<file path="config.mk">
export PLATFORM = sky130hd
export DESIGN_NAME = uart_tx_sched
export DESIGN_NICKNAME = d
export VERILOG_FILES = /design/src/rtl/uart_tx_sched.sv
export SDC_FILE = /design/constraint.sdc
export NUM_CORES = 1
export LEC_CHECK = 0
export CAP_MARGIN = 20
export CORE_ASPECT_RATIO = 1.2
export CORE_MARGIN = 2
export CORE_UTILIZATION = 53
export CTS_CLUSTER_DIAMETER = 120
export DETAILED_ROUTE_END_ITERATION = 8
export GPL_TIMING_DRIVEN = 0
export PLACE_DENSITY = 0.85
export RECOVER_POWER = 25
export SLEW_MARGIN = 15
export SYNTH_ARGS = -nofsm -noshare
export SYNTH_HDL_FRONTEND = slang
export SYNTH_SLANG_ARGS = --single-unit
</file>
<file path="constraint.sdc">
create_clock -name RST_clk -period 5.1 [get_ports RST_clk]
set_input_delay 0.51 -clock RST_clk [delete_from_list [all_inputs] [get_ports RST_clk]]
set_output_delay 0.51 -clock RST_clk [all_outputs]
set_load 0.02 [all_outputs]
</file>
<file path="src/rtl/uart_tx_sched.sv">
`default_nettype none
`timescale 1ns/1ps
// ============================================================================
// Module   : uart_tx_sched
// Purpose  : Round-robin scheduler sharing one UART serializer between N_REQ
//            byte producers. The winning producer's byte is latched at grant,
//            presented to the serializer with a one-cycle start strobe, and
//            the frame is followed through tx_busy. The producer is then
//            acknowledged. A watchdog abandons a frame whose serializer never
//            raises or never drops busy.
// Optional : UART_TX_SCHED_TAG_EN - when defined, every grant sends a tag
//            frame (TAG_BASE | grant index) before the data frame. There is
//            one ack, after the data frame.
// Ports    : RST_clk     in   system clock, rising edge
//            RST_n       in   synchronous active-low reset
//            req         in   [N_REQ] level request per producer, held until ack
//            req_data    in   [N_REQ*DATA_W] byte i at [i*DATA_W +: DATA_W]
//            ack         out  [N_REQ] one-cycle pulse when a producer's byte is done
//            tx_data     out  [DATA_W] byte to serializer, stable between loads
//            tx_start    out  one-cycle start strobe to serializer
//            tx_busy     in   serializer busy
//            grant_id    out  [ID_W] index of current/last granted producer
//            sched_busy  out  high whenever not idle
//            timeout_err out  sticky watchdog-abort flag, cleared by reset only
// Revision : 1.0 - initial release
// ============================================================================
module uart_tx_sched #(
  parameter int                N_REQ       = 4,
  parameter int                ID_W        = 2,
  parameter int                DATA_W      = 8,
  parameter int                TIMEOUT_CYC = 200000,
  parameter logic [DATA_W-1:0] TAG_BASE    = 8'hA0
) (
  input  logic                      RST_clk,
  input  logic                      RST_n,
  input  logic [N_REQ-1:0]          req,
  input  logic [N_REQ*DATA_W-1:0]   req_data,
  output logic [N_REQ-1:0]          ack,
  output logic [DATA_W-1:0]         tx_data,
  output logic                      tx_start,
  input  logic                      tx_busy,
  output logic [ID_W-1:0]           grant_id,
  output logic                      sched_busy,
  output logic                      timeout_err
);

  localparam int WD_W = $clog2(TIMEOUT_CYC + 1);
  // Abort on the TIMEOUT_CYC-th consecutive cycle spent waiting on the serializer.
  localparam logic [WD_W-1:0] WD_LIMIT = WD_W'(TIMEOUT_CYC - 1);

  typedef enum logic [2:0] {
    S_IDLE    = 3'd0,
    S_LOAD    = 3'd1,
    S_START   = 3'd2,
    S_WAIT_HI = 3'd3,
    S_WAIT_LO = 3'd4,
    S_DONE    = 3'd5
  } state_t;

  state_t              state_q, state_d;
  logic [ID_W-1:0]     ptr_q,   ptr_d;     // last granted index
  logic [ID_W-1:0]     grant_q, grant_d;
  logic [DATA_W-1:0]   hold_q,  hold_d;    // byte captured at grant
  logic [DATA_W-1:0]   txd_q,   txd_d;
  logic [WD_W-1:0]     wdog_q,  wdog_d;
  logic                terr_q,  terr_d;

  logic                w_tag_phase;        // next frame to send is the tag frame

  // --------------------------------------------------------------------------
  // Producer bytes as an array so the winner's byte is a simple index.
  // --------------------------------------------------------------------------
  logic [DATA_W-1:0] w_req_bytes [N_REQ];

  for (genvar gi = 0; gi < N_REQ; gi++) begin : g_unpack
    assign w_req_bytes[gi] = req_data[gi*DATA_W +: DATA_W];
  end

  // --------------------------------------------------------------------------
  // Round-robin search: first set request starting just after the last grant.
  // --------------------------------------------------------------------------
  logic            w_pick_found;
  logic [ID_W-1:0] w_pick_idx;
  int              w_cand;

  always_comb begin
    w_pick_found = 1'b0;
    w_pick_idx   = '0;
    w_cand       = 0;
    for (int k = 1; k <= N_REQ; k++) begin
      w_cand = (int'(ptr_q) + k) % N_REQ;
      if (!w_pick_found && req[w_cand[ID_W-1:0]]) begin
        w_pick_found = 1'b1;
        w_pick_idx   = w_cand[ID_W-1:0];
      end
    end
  end

`ifdef UART_TX_SCHED_TAG_EN
  logic tag_q, tag_d;
  assign w_tag_phase = tag_q;
`else
  logic unused_tag_base;
  assign w_tag_phase     = 1'b0;
  assign unused_tag_base = ^TAG_BASE;
`endif

  // --------------------------------------------------------------------------
  // State register
  // --------------------------------------------------------------------------
  always_ff @(posedge RST_clk) begin
    if (!RST_n) begin
      state_q <= S_IDLE;
      ptr_q   <= ID_W'(N_REQ - 1);   // producer 0 wins the first arbitration
      grant_q <= '0;
      hold_q  <= '0;
      txd_q   <= '0;
      wdog_q  <= '0;
      terr_q  <= 1'b0;
`ifdef UART_TX_SCHED_TAG_EN
      tag_q   <= 1'b0;
`endif
    end else begin
      state_q <= state_d;
      ptr_q   <= ptr_d;
      grant_q <= grant_d;
      hold_q  <= hold_d;
      txd_q   <= txd_d;
      wdog_q  <= wdog_d;
      terr_q  <= terr_d;
`ifdef UART_TX_SCHED_TAG_EN
      tag_q   <= tag_d;
`endif
    end
  end

  // --------------------------------------------------------------------------
  // Next-state and outputs
  // --------------------------------------------------------------------------
  always_comb begin
    state_d  = state_q;
    ptr_d    = ptr_q;
    grant_d  = grant_q;
    hold_d   = hold_q;
    txd_d    = txd_q;
    wdog_d   = wdog_q;
    terr_d   = terr_q;
`ifdef UART_TX_SCHED_TAG_EN
    tag_d    = tag_q;
`endif
    ack      = '0;
    tx_start = 1'b0;

    case (state_q)
      S_IDLE: begin
        if (w_pick_found) begin
          // Pointer moves at grant, so an aborted requester drops to the
          // back of the rotation instead of monopolising the serializer.
          grant_d = w_pick_idx;
          ptr_d   = w_pick_idx;
          hold_d  = w_req_bytes[w_pick_idx];
`ifdef UART_TX_SCHED_TAG_EN
          tag_d   = 1'b1;
`endif
          state_d = S_LOAD;
        end
      end

      S_LOAD: begin
`ifdef UART_TX_SCHED_TAG_EN
        txd_d = tag_q ? (TAG_BASE | DATA_W'(grant_q)) : hold_q;
`else
        txd_d = hold_q;
`endif
        state_d = S_START;
      end

      S_START: begin
        tx_start = 1'b1;
        wdog_d   = '0;
        state_d  = S_WAIT_HI;
      end

      S_WAIT_HI, S_WAIT_LO: begin
        if (wdog_q == WD_LIMIT) begin
          terr_d  = 1'b1;
`ifdef UART_TX_SCHED_TAG_EN
          tag_d   = 1'b0;
`endif
          state_d = S_IDLE;
        end else begin
          wdog_d = wdog_q + 1'b1;
          if (state_q == S_WAIT_HI && tx_busy) begin
            state_d = S_WAIT_LO;
          end else if (state_q == S_WAIT_LO && !tx_busy) begin
            state_d = S_DONE;
          end
        end
      end

      S_DONE: begin
        if (w_tag_phase) begin
          // Tag frame finished; the data frame follows for the same grant.
`ifdef UART_TX_SCHED_TAG_EN
          tag_d = 1'b0;
`endif
          state_d = S_LOAD;
        end else begin
          ack[grant_q] = 1'b1;
          state_d      = S_IDLE;
        end
      end

      default: begin
        state_d = S_IDLE;
      end
    endcase
  end

  assign tx_data     = txd_q;
  assign grant_id    = grant_q;
  assign sched_busy  = (state_q != S_IDLE);
  assign timeout_err = terr_q;

endmodule
`default_nettype wire

</file>
# --- After elaboration in Yosys (flattened, before gate mapping) ---
# Cells that the tools add are included.
word_totals:
  inputBits: 39
  out_inout_bits: 17
  elab_cells: 77
  register_bits: 42
classes:
  magnitude_cmp: 7
  bitwise: 1
  eq_ne: 9
  addsub: 5
  n_reduce_logical: 18
  n_mux: 30
op_table:
  columns: ["op", "n"]
  rows:
  - ["$pmux W18 S2", 1]
  - ["$add A18 B1 Y18 const B", 1]
  - ["$eq A18 B18 Y1 const B", 1]
  - ["$mux W18", 1]
  - ["$bmux W8 S2", 1]
  - ["$mux W8", 2]
  - ["$lt A2 B3 Y1 const B", 5]
  - ["$mux W3", 4]
  - ["$pmux W3 S4", 1]
  - ["$mux W1", 10]
  - ["$bmux W1 S2", 4]
  - ["$mux W2", 4]
  - ["$reduce_and A2 Y1", 4]
  - ["$eq A3 B2 Y1 const B", 2]
  - ["$eq A3 B3 Y1 const B", 2]
  - ["$logic_and A1 B1 Y1", 6]
  - ["$add A2 B1 Y2 const B", 2]
  - ["$add A2 B2 Y2 const B", 2]
  - ["$logic_not A1 Y1", 4]
  - ["$mux W4", 1]
  - ["$ne A2 B2 Y1 const B", 2]
  - ["$ne A4 B4 Y1 const B", 1]
  - ["$eq A3 B1 Y1 const B", 1]
  - ["$ge A3 B3 Y1 const B", 1]
  - ["other kinds (7)", 7]

# --- Depth between registers and ports, before layout ---
# Gate-level depths: netlist (run 1).
depth:
  ltp_word: 17
  mapped_depth: 7
  mapped_depth_nobuf: 6

# --- Worst setup path before layout (run 1) ---
# OpenSTA, ideal clock, no wires.
synth_path:
  path_kind: "register to register"
  from: "reg wdog_q[0]"
  to: "reg wdog_q[17]"
  period_less_slack_ns: 1.755
  n_path_buf: 1
  arrival_ns: 1.633
  path_stages_with_launch: 8
  setup_ns: 0.122
  slack_ns: 3.345
  path_cell_list: "dfxtp_1 ha_1 and4_1 and2_1 a21o_1 buf_4 nor2_1 a221o_1"
synth_between:
  elab_chain_cells: 3
synth_lines:
  columns: ["item", "line", "source"]
  rows:
  - ["start: declaration", "65", "logic [WD_W-1:0] wdog_q, wdog_d;"]
  - ["start signal: assignment", "129", "wdog_q <= wdog_d;"]
  - ["$add A18 B1 Y18 / $eq A18 B18 Y1 (equally long branches)", "192, 185", null]
  - ["$mux W18 / $ne A2 B2 Y1 (equally long branches)", null, null]
  - ["$pmux W18 S2 / $reduce_and A2 Y1 (equally long branches)", null, null]
# Several ways; a longest one is shown, not always the timed one. The select of a mux whose other input is x is not followed.
# A chain may end at the register's enable or synchronous reset.

# --- Worst setup path after layout (run 1) ---
layout_path:
  from: "reg state_q[2]"
  to: "out ack[2]"
layout_between:
  elab_chain_cells: 2
layout_lines:
  columns: ["item", "line", "source"]
  rows:
  - ["start: declaration", "60", "state_t state_q, state_d;"]
  - ["start signal: assignment", "124", "state_q <= state_d;"]
  - ["$eq A3 B3 Y1", "154", "case (state_q)"]
  - ["$mux W4", "154", null]
  - ["end: declaration", "38", "output logic [N_REQ-1:0] ack,"]
# No other way between the ends.

==> results of run 1 <==
## worst max-delay path, cell delays in order (launching register included)
cell             delay [ns]
dfxtp_1                0.32
buf_2                  0.19
nor2b_1                0.23
nand2_1                0.10
nor3_1                 0.16
clkdlybuf4s50_1        0.64
## layout by cell type (no fill, tap or decap), types with 3 or more instances in the layout
master            n
clkdlybuf4s50_1  51
dfxtp_1          42
nor2_1           26
mux2i_1          25
nand2_1          19
nand3_1          19
a21oi_1          17
inv_1             9
o221ai_1          9
o21ai_0           9
or3_1             7
buf_2             6
clkbuf_8          6
nor3_1            5
a21o_1            5
a31oi_1           4
nand2b_1          4
or4_1             4
dlygate4sd3_1     4
nor2b_1           3
clkbuf_1          3
and3_1            3
## cell families (layout without fill, tap and decap cells)
kind of cell,after synthesis,in the layout,share of synthesized area
AND/OR/NAND/NOR,108,108,0.2605
buffers and inverters,21,83,0.04201
adder cells (fa/ha/maj),1,1,0.005601
multiplexers,25,25,0.1120
XOR/XNOR,3,3,0.01177
AO/OA/AOI/OAI,61,61,0.1916
flip-flops,42,42,0.3765
## cells in the mapped netlist, types with 3 or more instances
master	number	share of area
or3_1	7	0.020
nand2_1	19	0.032
or4_1	4	0.013
o21ai_0	9	0.020
a21oi_1	17	0.038
nor2_1	26	0.044
and3_1	3	0.0084
a31oi_1	4	0.011
o221ai_1	9	0.035
nand2b_1	4	0.011
buf_2	6	0.013
nor3_1	5	0.011
inv_1	9	0.015
mux2i_1	25	0.11
dfxtp_1	42	0.38
nor2b_1	3	0.0084
a21o_1	5	0.017
nand3_1	19	0.043
clkbuf_1	3	0.0050
## state kept, by name, summed over array words and instances (netlist names)
signal       cells
wdog_q          18
timeout_err      1
grant_id         2
state_q          3
hold_q           8
tx_data          8
ptr_q            2
## power breakdown
group | internal, mW | switching [mW] | total (mW) | leakage (nW)
Sequential | 0.350 | 0.0165 | 0.367 | 0.342
Combinational | 0.0873 | 0.0885 | 0.176 | 0.726
Clock | 0.157 | 0.113 | 0.269 | 0.0573
## through the flow
step | hold slack [ns] | std cells | utilization | worst slack, ns | cell area [µm²]
detailed placement | 0.4470 | 370 | 0.7122 | 2.549 | 2851
CTS | 0.4596 | 377 | 0.7403 | 2.651 | 2964
floorplan | 0.4490 | 261 | - | 3.345 | 2233
global placement | 0.4390 | 370 | 0.7122 | 2.587 | 2851
global route | 0.4824 | 377 | 0.7403 | 2.523 | 2964
finish | 0.4506 | 377 | 0.7403 | 2.660 | 2964
## final timing paths
path / from / endpoint / slack (ns) / cells after the start
worst max-delay path: state_q[2] / ack[2] / 2.66 / 5
worst min-delay path: timeout_err / timeout_err / 0.45 / 2
worst max register to register: wdog_q[0] / wdog_q[17] / 3.04 / 7
worst min register to register: timeout_err / timeout_err / 0.45 / 2
## per-layer routing
| layer | GRT usage | wire length [µm] | up-vias | part of all wire |
|---|---|---|---|---|
| met1 | 0.2593 | 2216 | 1016 | 0.40 |
| met5 | 0 | 0 | - | 0 |
| met2 | 0.4645 | 2876 | 59 | 0.52 |
| met3 | 0.07474 | 341 | 9 | 0.061 |
| li1 | - | - | 1090 | - |
| met4 | 0.1111 | 114 | 0 | 0.021 |
## final cells by class
class	count	area (µm²)
repair buffers	55	550.5
clock inverters	1	30.03
inverters	9	33.78
clock buffers	6	82.58
multi-input cells	198	1299
well taps	54	67.56
plain buffers	12	60.06
flip-flops and latches	42	840.8
fillers	343	1040
==> flow_summary.toml, run 1 <==
[floorplanning]
pin_count = 56
initial_core_util = 0.5578
die_width_um = 63.26
design.die.area_mm2 = 0.004751
die-height_um = 75.11
core_region_area_mm2 = 0.004004
num_rows = 25

[timing]
finalHoldViolations = 0
fin_skew_ns = 0.006813
tightest_slew_ns = 0.5009
period_share = 0.4784
finalSetupViolations = 0
fmax_ghz = 0.4099
rsz0062_at_grt = "no"
post-route-min-period_ns = 2.440
slew_violations = 0
tns_ns = 0
slew_headroom = 0.6608

[synth]
async_flop_share = 0
yosys_warnings = 0
synth_cells = 261
ys_ff_latch = 42
synth.avg_cell_area_um2 = 8.557
synth_cell_types = 49
yosysSeqAreaShare = 0.3765
ys.flop_type = "dfxtp_1"
synth_fp_nets = 301
syn_area_mm2 = 0.002233
synth_edf_count = 0

[route]
vias = 2174
dr.first_iter.drc_count = 104
first_pass_iters = 4
viasPerCell = 5.767
wl_um = 5548
wl_per_cell_um = 14.72
ant_nets = 0
drcViolationCount = 0

[cts]
cts_hold_buffers = 0
cts-root-buf = "clkbuf_8"
post_cts_resized = 0
cts_tree = "done"
htreeDepth = 2
cts_sinks = 42
clock_latency_ns = 0.30
cts_made_buffers = 5
cts.clk_slew.worst_paths_ns = 0.08
clk_path_buf_depth = 2
postCtsSetupRepairBufs = 0

[min_path]
hp-class = "flop to flop"

[layout]
diodes = 0
finalNetCount = 363
syn_to_final_growth_pct = 32.72
drive_gt1_frac = 0.07430

[global_route]
grt_pass1_wl_um = 9121
grt_overflow = 0
grt_max_degree = 13
grt_pass1_vias = 2094
groute.usage.overall = 0.2477
antenna_found_initial = 0

[setup_path]
worstPathMaxFanout = 10
crit_path_end_kind = "primary output"
worstPathRequired_ns = 4.59
cp.arrival_ns = 1.93
path_class = "flop to primary output"
start_kind = "flop"

[power]
ir_drop_mv = 0.2831
p_leak_nw = 1.125
finalPower_uw = 811.9
powerDensity_mw_per_mm2 = 273.9

[placement]
hpwl_um = 4270
gp_congestion = 0.8249
port_buffers = 55

[flow_run]
drv_cap = 0

[outcome]
status = "finished, final reports clean"
(Power assumes the default switching activity.)
==> run 2: changes to the inputs <==
--- a/config.mk
+++ b/config.mk
@@ -8,11 +8,11 @@
 export CAP_MARGIN = 20
 export CORE_ASPECT_RATIO = 1.2
 export CORE_MARGIN = 2
-export CORE_UTILIZATION = 53
+export CORE_UTILIZATION = 44
 export CTS_CLUSTER_DIAMETER = 120
 export DETAILED_ROUTE_END_ITERATION = 8
 export GPL_TIMING_DRIVEN = 0
-export PLACE_DENSITY = 0.85
+export PLACE_DENSITY = 0.76
 export RECOVER_POWER = 25
 export SLEW_MARGIN = 15
 export SYNTH_ARGS = -nofsm -noshare
==> constraint.sdc (replaced) <==
create_clock -name RST_clk -period 2.05 [get_ports RST_clk]
set_input_delay 0.205 -clock RST_clk [delete_from_list [all_inputs] [get_ports RST_clk]]
set_output_delay 0.205 -clock RST_clk [all_outputs]
set_load 0.02 [all_outputs]
==> run 2 against run 1 <==
  * Final cell count increased by 1.9%
  * Die area is 19% higher
  * Largest power group unchanged
  * Largest cell class unchanged
  * Combinational power up 140%
  * First-iteration DRC count rose by 34%
  * Clock power rose by 130%
  * Clock-buffer cell count increased by 2
  * Total power increased by 140%
==> flow_summary.toml, run 2 (same netlist as run 1, synthesis figures left out) <==
[outcome]
status = "finished, final reports clean"

[cts]
clock_latency_ns = 0.29
cts_made_buffers = 5
htreeDepth = 2
postCtsSetupRepairBufs = 0
cts_tree = "done"
cts.clk_slew.worst_paths_ns = 0.08
cts_sinks = 42
cts-root-buf = "clkbuf_8"
clk_path_buf_depth = 2
cts_hold_buffers = 0

[timing]
finalSetupViolations = 0
slew_headroom = 0.6768
fin_skew_ns = 0.003785
rsz0062_at_grt = "no"
fmax_ghz = 0.5145
tns_ns = 0
tightest_slew_ns = 0.4849
slew_violations = 0
period_share = 0.9482
hold_slack_ns = 0.4710
post-route-min-period_ns = 1.944
finalHoldViolations = 0
worst_slack_ns = 0.1062

[layout]
diodes = 0
final_common_cell = "dfxtp_1"
finalNetCount = 363
post-route-util = 0.6082
fin_cells = 384
fillers = 467
largest_reg_flops = 18
drive_gt1_frac = 0.08951
layout_common_cells = "dfxtp_1, clkdlybuf4s50_1, nor2_1"
syn_to_final_growth_pct = 33.56
regMostFlops = "wdog_q"

[setup_path]
worstPathMaxFanout = 10
cp.arrival_ns = 2.19
crit_path_end_kind = "flop"
worstPathRequired_ns = 2.29
path_class = "flop to flop"
r2r_cells = 6
start_kind = "flop"

[floorplanning]
die_width_um = 69.04
core_region_area_mm2 = 0.004905
pin_count = 56
design.die.area_mm2 = 0.005664
num_rows = 28
die-height_um = 82.05
initial_core_util = 0.4554

[flow_run]
drv_cap = 0

[global_route]
groute.usage.overall = 0.1994
antenna_found_initial = 0
grt_overflow = 0
grt_max_degree = 13
grt_pass1_vias = 2040
grt_pass1_wl_um = 9232

[placement]
gp_congestion = 0.8289
placedCellCount = 376
pre_cts_ws_ns = -0.1562
hpwl_um = 4089
port_buffers = 55

[route]
first_pass_iters = 4
vias = 2158
viasPerCell = 5.620
wl_per_cell_um = 13.87
dr.first_iter.drc_count = 139
ant_nets = 0
wl_um = 5326
drcViolationCount = 0

[power]
combPwrFrac = 0.218
internal_power_mw = 1.425
p_leak_nw = 1.192
p_sw_uw = 529.4
p_sw_frac = 0.2709
clockPowerShare = 0.317
ir_drop_mv = 0.3910
powerDensity_mw_per_mm2 = 655.2
seqPwrFrac = 0.465

[min_path]
hp-class = "flop to flop"
holdPathStages = 2
[run 2: power by group through the flow]
| stage | Clock (mW) | Sequential (mW) | Combinational, mW |
|---|---|---|---|
| 2_1_floorplan | 0 | 0.938 | 0.247 |
| 3_3_place_gp | 0 | 0.927 | 0.425 |
| 3_5_place_dp | 0 | 0.929 | 0.430 |
| 4_1_cts | 0.632 | 0.910 | 0.431 |
| 5_1_grt | 0.668 | 0.919 | 0.472 |
| 6_report | 0.619 | 0.910 | 0.426 |
[run 2: worst paths after layout]
kind	from	endpoint	slack, ns
worst max register to register	wdog_q[0]	wdog_q[14]	0.11
worst min register to register	timeout_err	timeout_err	0.47
worst max-delay path	wdog_q[0]	wdog_q[14]	0.11
worst min-delay path	timeout_err	timeout_err	0.47
[run 2: layout make-up]
| type | instances | area [µm²] | area share |
|---|---|---|---|
| multi-input cells | 198 | 1311 | 0.4396 |
| repair buffers | 55 | 551.8 | 0.1850 |
| flip-flops and latches | 42 | 840.8 | 0.2819 |
| inverters | 9 | 33.78 | 0.01133 |
| clock buffers | 8 | 110.1 | 0.03691 |
| plain buffers | 12 | 60.06 | 0.02013 |
| well taps | 60 | 75.07 | 0.02517 |
[run 2: critical path: stages (launching register included)]
cell,delay (ns)
dfxtp_1,0.39
ha_2,0.23
and4_2,0.29
nand2_1,0.17
o32ai_4,0.51
o21bai_1,0.18
a21o_1,0.12
[run 2: per-layer routing]
metal / vias to the layer above / share of wire / GRT usage
met3: 13 / 0.075 / 0.06748
li1: 1092 / - / -
met2: 69 / 0.49 / 0.3538
met5: - / 0 / 0
met4: 0 / 0.020 / 0.08039
met1: 984 / 0.42 / 0.2213
[run 2: per-stage QoR]
step	power (mW)	cell area, µm²
6_report	1.954	2983
5_1_grt	2.059	2983
4_1_cts	1.973	2965
3_5_place_dp	1.360	2859
3_3_place_gp	1.352	2859
2_1_floorplan	1.185	2233
[run 2: repair_timing]
item                       CTS  global route
setup endpoints to repair    3             6
pin swaps                    0             0
gates resized for setup      3             6
==> run 3: changes to the inputs <==
--- a/config.mk
+++ b/config.mk
@@ -5,14 +5,14 @@
 export SDC_FILE = /design/constraint.sdc
 export NUM_CORES = 1
 export LEC_CHECK = 0
-export CAP_MARGIN = 20
+export CAP_MARGIN = 0
 export CORE_ASPECT_RATIO = 1.2
 export CORE_MARGIN = 2
 export CORE_UTILIZATION = 44
 export CTS_CLUSTER_DIAMETER = 120
 export DETAILED_ROUTE_END_ITERATION = 8
 export GPL_TIMING_DRIVEN = 0
-export PLACE_DENSITY = 0.76
+export PLACE_DENSITY = 0.8
 export RECOVER_POWER = 25
 export SLEW_MARGIN = 15
 export SYNTH_ARGS = -nofsm -noshare
==> run 3 against run 2 <==
  * Clock skew grew 0.0031 ns
  * First-iteration DRC count unchanged
  * Register-to-register slack improved by 0.02 ns
  * Critical endpoint is now wdog_q[17]
  * Sequential share of layout area about the same
  * Utilization fell by 0.10 points
  * Final area decreased by 0.17%
  * Worst hold slack got worse by 0.0016 ns
  * Via count grew 0.23%
  * Clock-buffer cell count shrank 3
==> flow_summary.toml, run 3 (same netlist as run 1, synthesis figures left out) <==
[global_route]
grt_pass1_wl_um = 9432
groute.usage.overall = 0.2056
grt_overflow = 0
antenna_found_initial = 0
grt_pass1_vias = 2164
grt_max_degree = 15

[timing]
tightest_slew_ns = 0.5700
hold_slack_ns = 0.4694
slew_headroom = 0.6200
slew_violations = 0
finalSetupViolations = 0
post-route-min-period_ns = 1.929
fmax_ghz = 0.5185
finalHoldViolations = 0
fin_skew_ns = 0.006869
period_share = 0.9409
tns_ns = 0

[layout]
syn_to_final_growth_pct = 33.33
finalNetCount = 363
diodes = 0
largest_reg_flops = 18
layout_common_cells = "dfxtp_1, clkdlybuf4s50_1, nor2_1"
post-route-util = 0.6071
fin_cells = 384
drive_gt1_frac = 0.08642
regMostFlops = "wdog_q"

[placement]
placedCellCount = 376
hpwl_um = 4297
gp_congestion = 0.7746
port_buffers = 55

[setup_path]
r2r_slack_ns = 0.12
crit_path_end_kind = "flop"
r2r-end = "wdog_q[17]"
startpoint = "wdog_q[0]"
r2r_cells = 7
start_kind = "flop"
cp.arrival_ns = 2.13
path_class = "flop to flop"
worstPathRequired_ns = 2.25
worstPathMaxFanout = 10
reg2reg_from = "wdog_q[0]"
crit_end = "wdog_q[17]"

[route]
ant_nets = 0
first_pass_iters = 4
wl_um = 5509
wl_per_cell_um = 14.35
viasPerCell = 5.633
drcViolationCount = 0
vias = 2163
dr.first_iter.drc_count = 139

[floorplanning]
num_rows = 28
die_width_um = 69.04
die-height_um = 82.05
design.die.area_mm2 = 0.005664
initial_core_util = 0.4554
core_region_area_mm2 = 0.004905
pin_count = 56

[power]
ir_drop_mv = 0.4484
powerDensity_mw_per_mm2 = 675.0
p_leak_nw = 1.153

[cts]
cts-root-buf = "clkbuf_8"
htreeDepth = 2
cts_hold_buffers = 0
clk_path_buf_depth = 2
cts_tree = "done"
clock_latency_ns = 0.30
cts_sinks = 42
cts_made_buffers = 5
cts.clk_slew.worst_paths_ns = 0.09

[outcome]
status = "finished, final reports clean"

[flow_run]
drv_cap = 0

[min_path]
holdPathStages = 2
hp-class = "flop to flop"
## run 3: changes by cell type in the layout (fill, tap and decap cells not counted)
cell | previous run | this run
bufinv_16 | 0 | 1
dlygate4sd3_1 | 9 | 8
clkinvlp_4 | 0 | 2
dlygate4sd2_1 | 3 | 5
dlymetal6s2s_1 | 2 | 0
clkbuf_8 | 8 | 5
clkdlybuf4s50_1 | 41 | 42
buf_2 | 6 | 5
clkbuf_1 | 3 | 4
## run 3: cell type report
type | count | area, µm²
plain buffers | 12 | 58.81
clock buffers | 5 | 68.82
clock inverters | 3 | 45.04
fillers | 459 | 1927
inverters | 9 | 33.78
multi-input cells | 198 | 1311
flip-flops and latches | 42 | 840.8
well taps | 60 | 75.07
repair buffers | 55 | 544.3
## run 3: worst min-delay path by stage
stage / start / to / slack, ns
after global placement: timeout_err / timeout_err / 0.43
final: timeout_err / timeout_err / 0.47
after CTS: timeout_err / timeout_err / 0.46
after floorplan: RST_n / hold_q[0] / 0.35
after detailed placement: timeout_err / timeout_err / 0.45
after global routing: timeout_err / timeout_err / 0.50
## run 3: critical path: stages (launching register included)
cell and delay (ns):
dfxtp_1 0.39, ha_2 0.23, and4_2 0.29, and2_2 0.20
a21o_1 0.15, buf_4 0.18, nor2_1 0.05, a221o_1 0.33
## run 3: timing repair
item / CTS / global route
endpoints found under the hold margin: 0 / 0
buffers inserted: 0 / 0
resized for setup: 5 / 4
pin swaps: 0 / 1
setup endpoints to repair: 5 / 6
## run 3: stage by stage
stage	power, mW	worst slack [ns]	cell area [µm²]
floorplan	1.185	0.2948	2233
global placement	1.352	-0.09729	2859
detailed placement	1.362	-0.1619	2859
CTS	2.024	0.05448	2967
global route	2.095	-0.001176	2978
finish	2.010	0.1212	2978
## run 3: power breakdown
| part | internal [mW] | switching, mW | total (mW) |
|---|---|---|---|
| sequential | 0.871 | 0.0414 | 0.913 |
| combinational | 0.214 | 0.214 | 0.427 |
| clock | 0.362 | 0.308 | 0.670 |
## run 3: per-layer routing
layer  global-route usage  share of wire
met2               0.3885           0.51
met1               0.2113           0.40
met3              0.07117          0.075
met5                    0              0
met4              0.07647          0.017
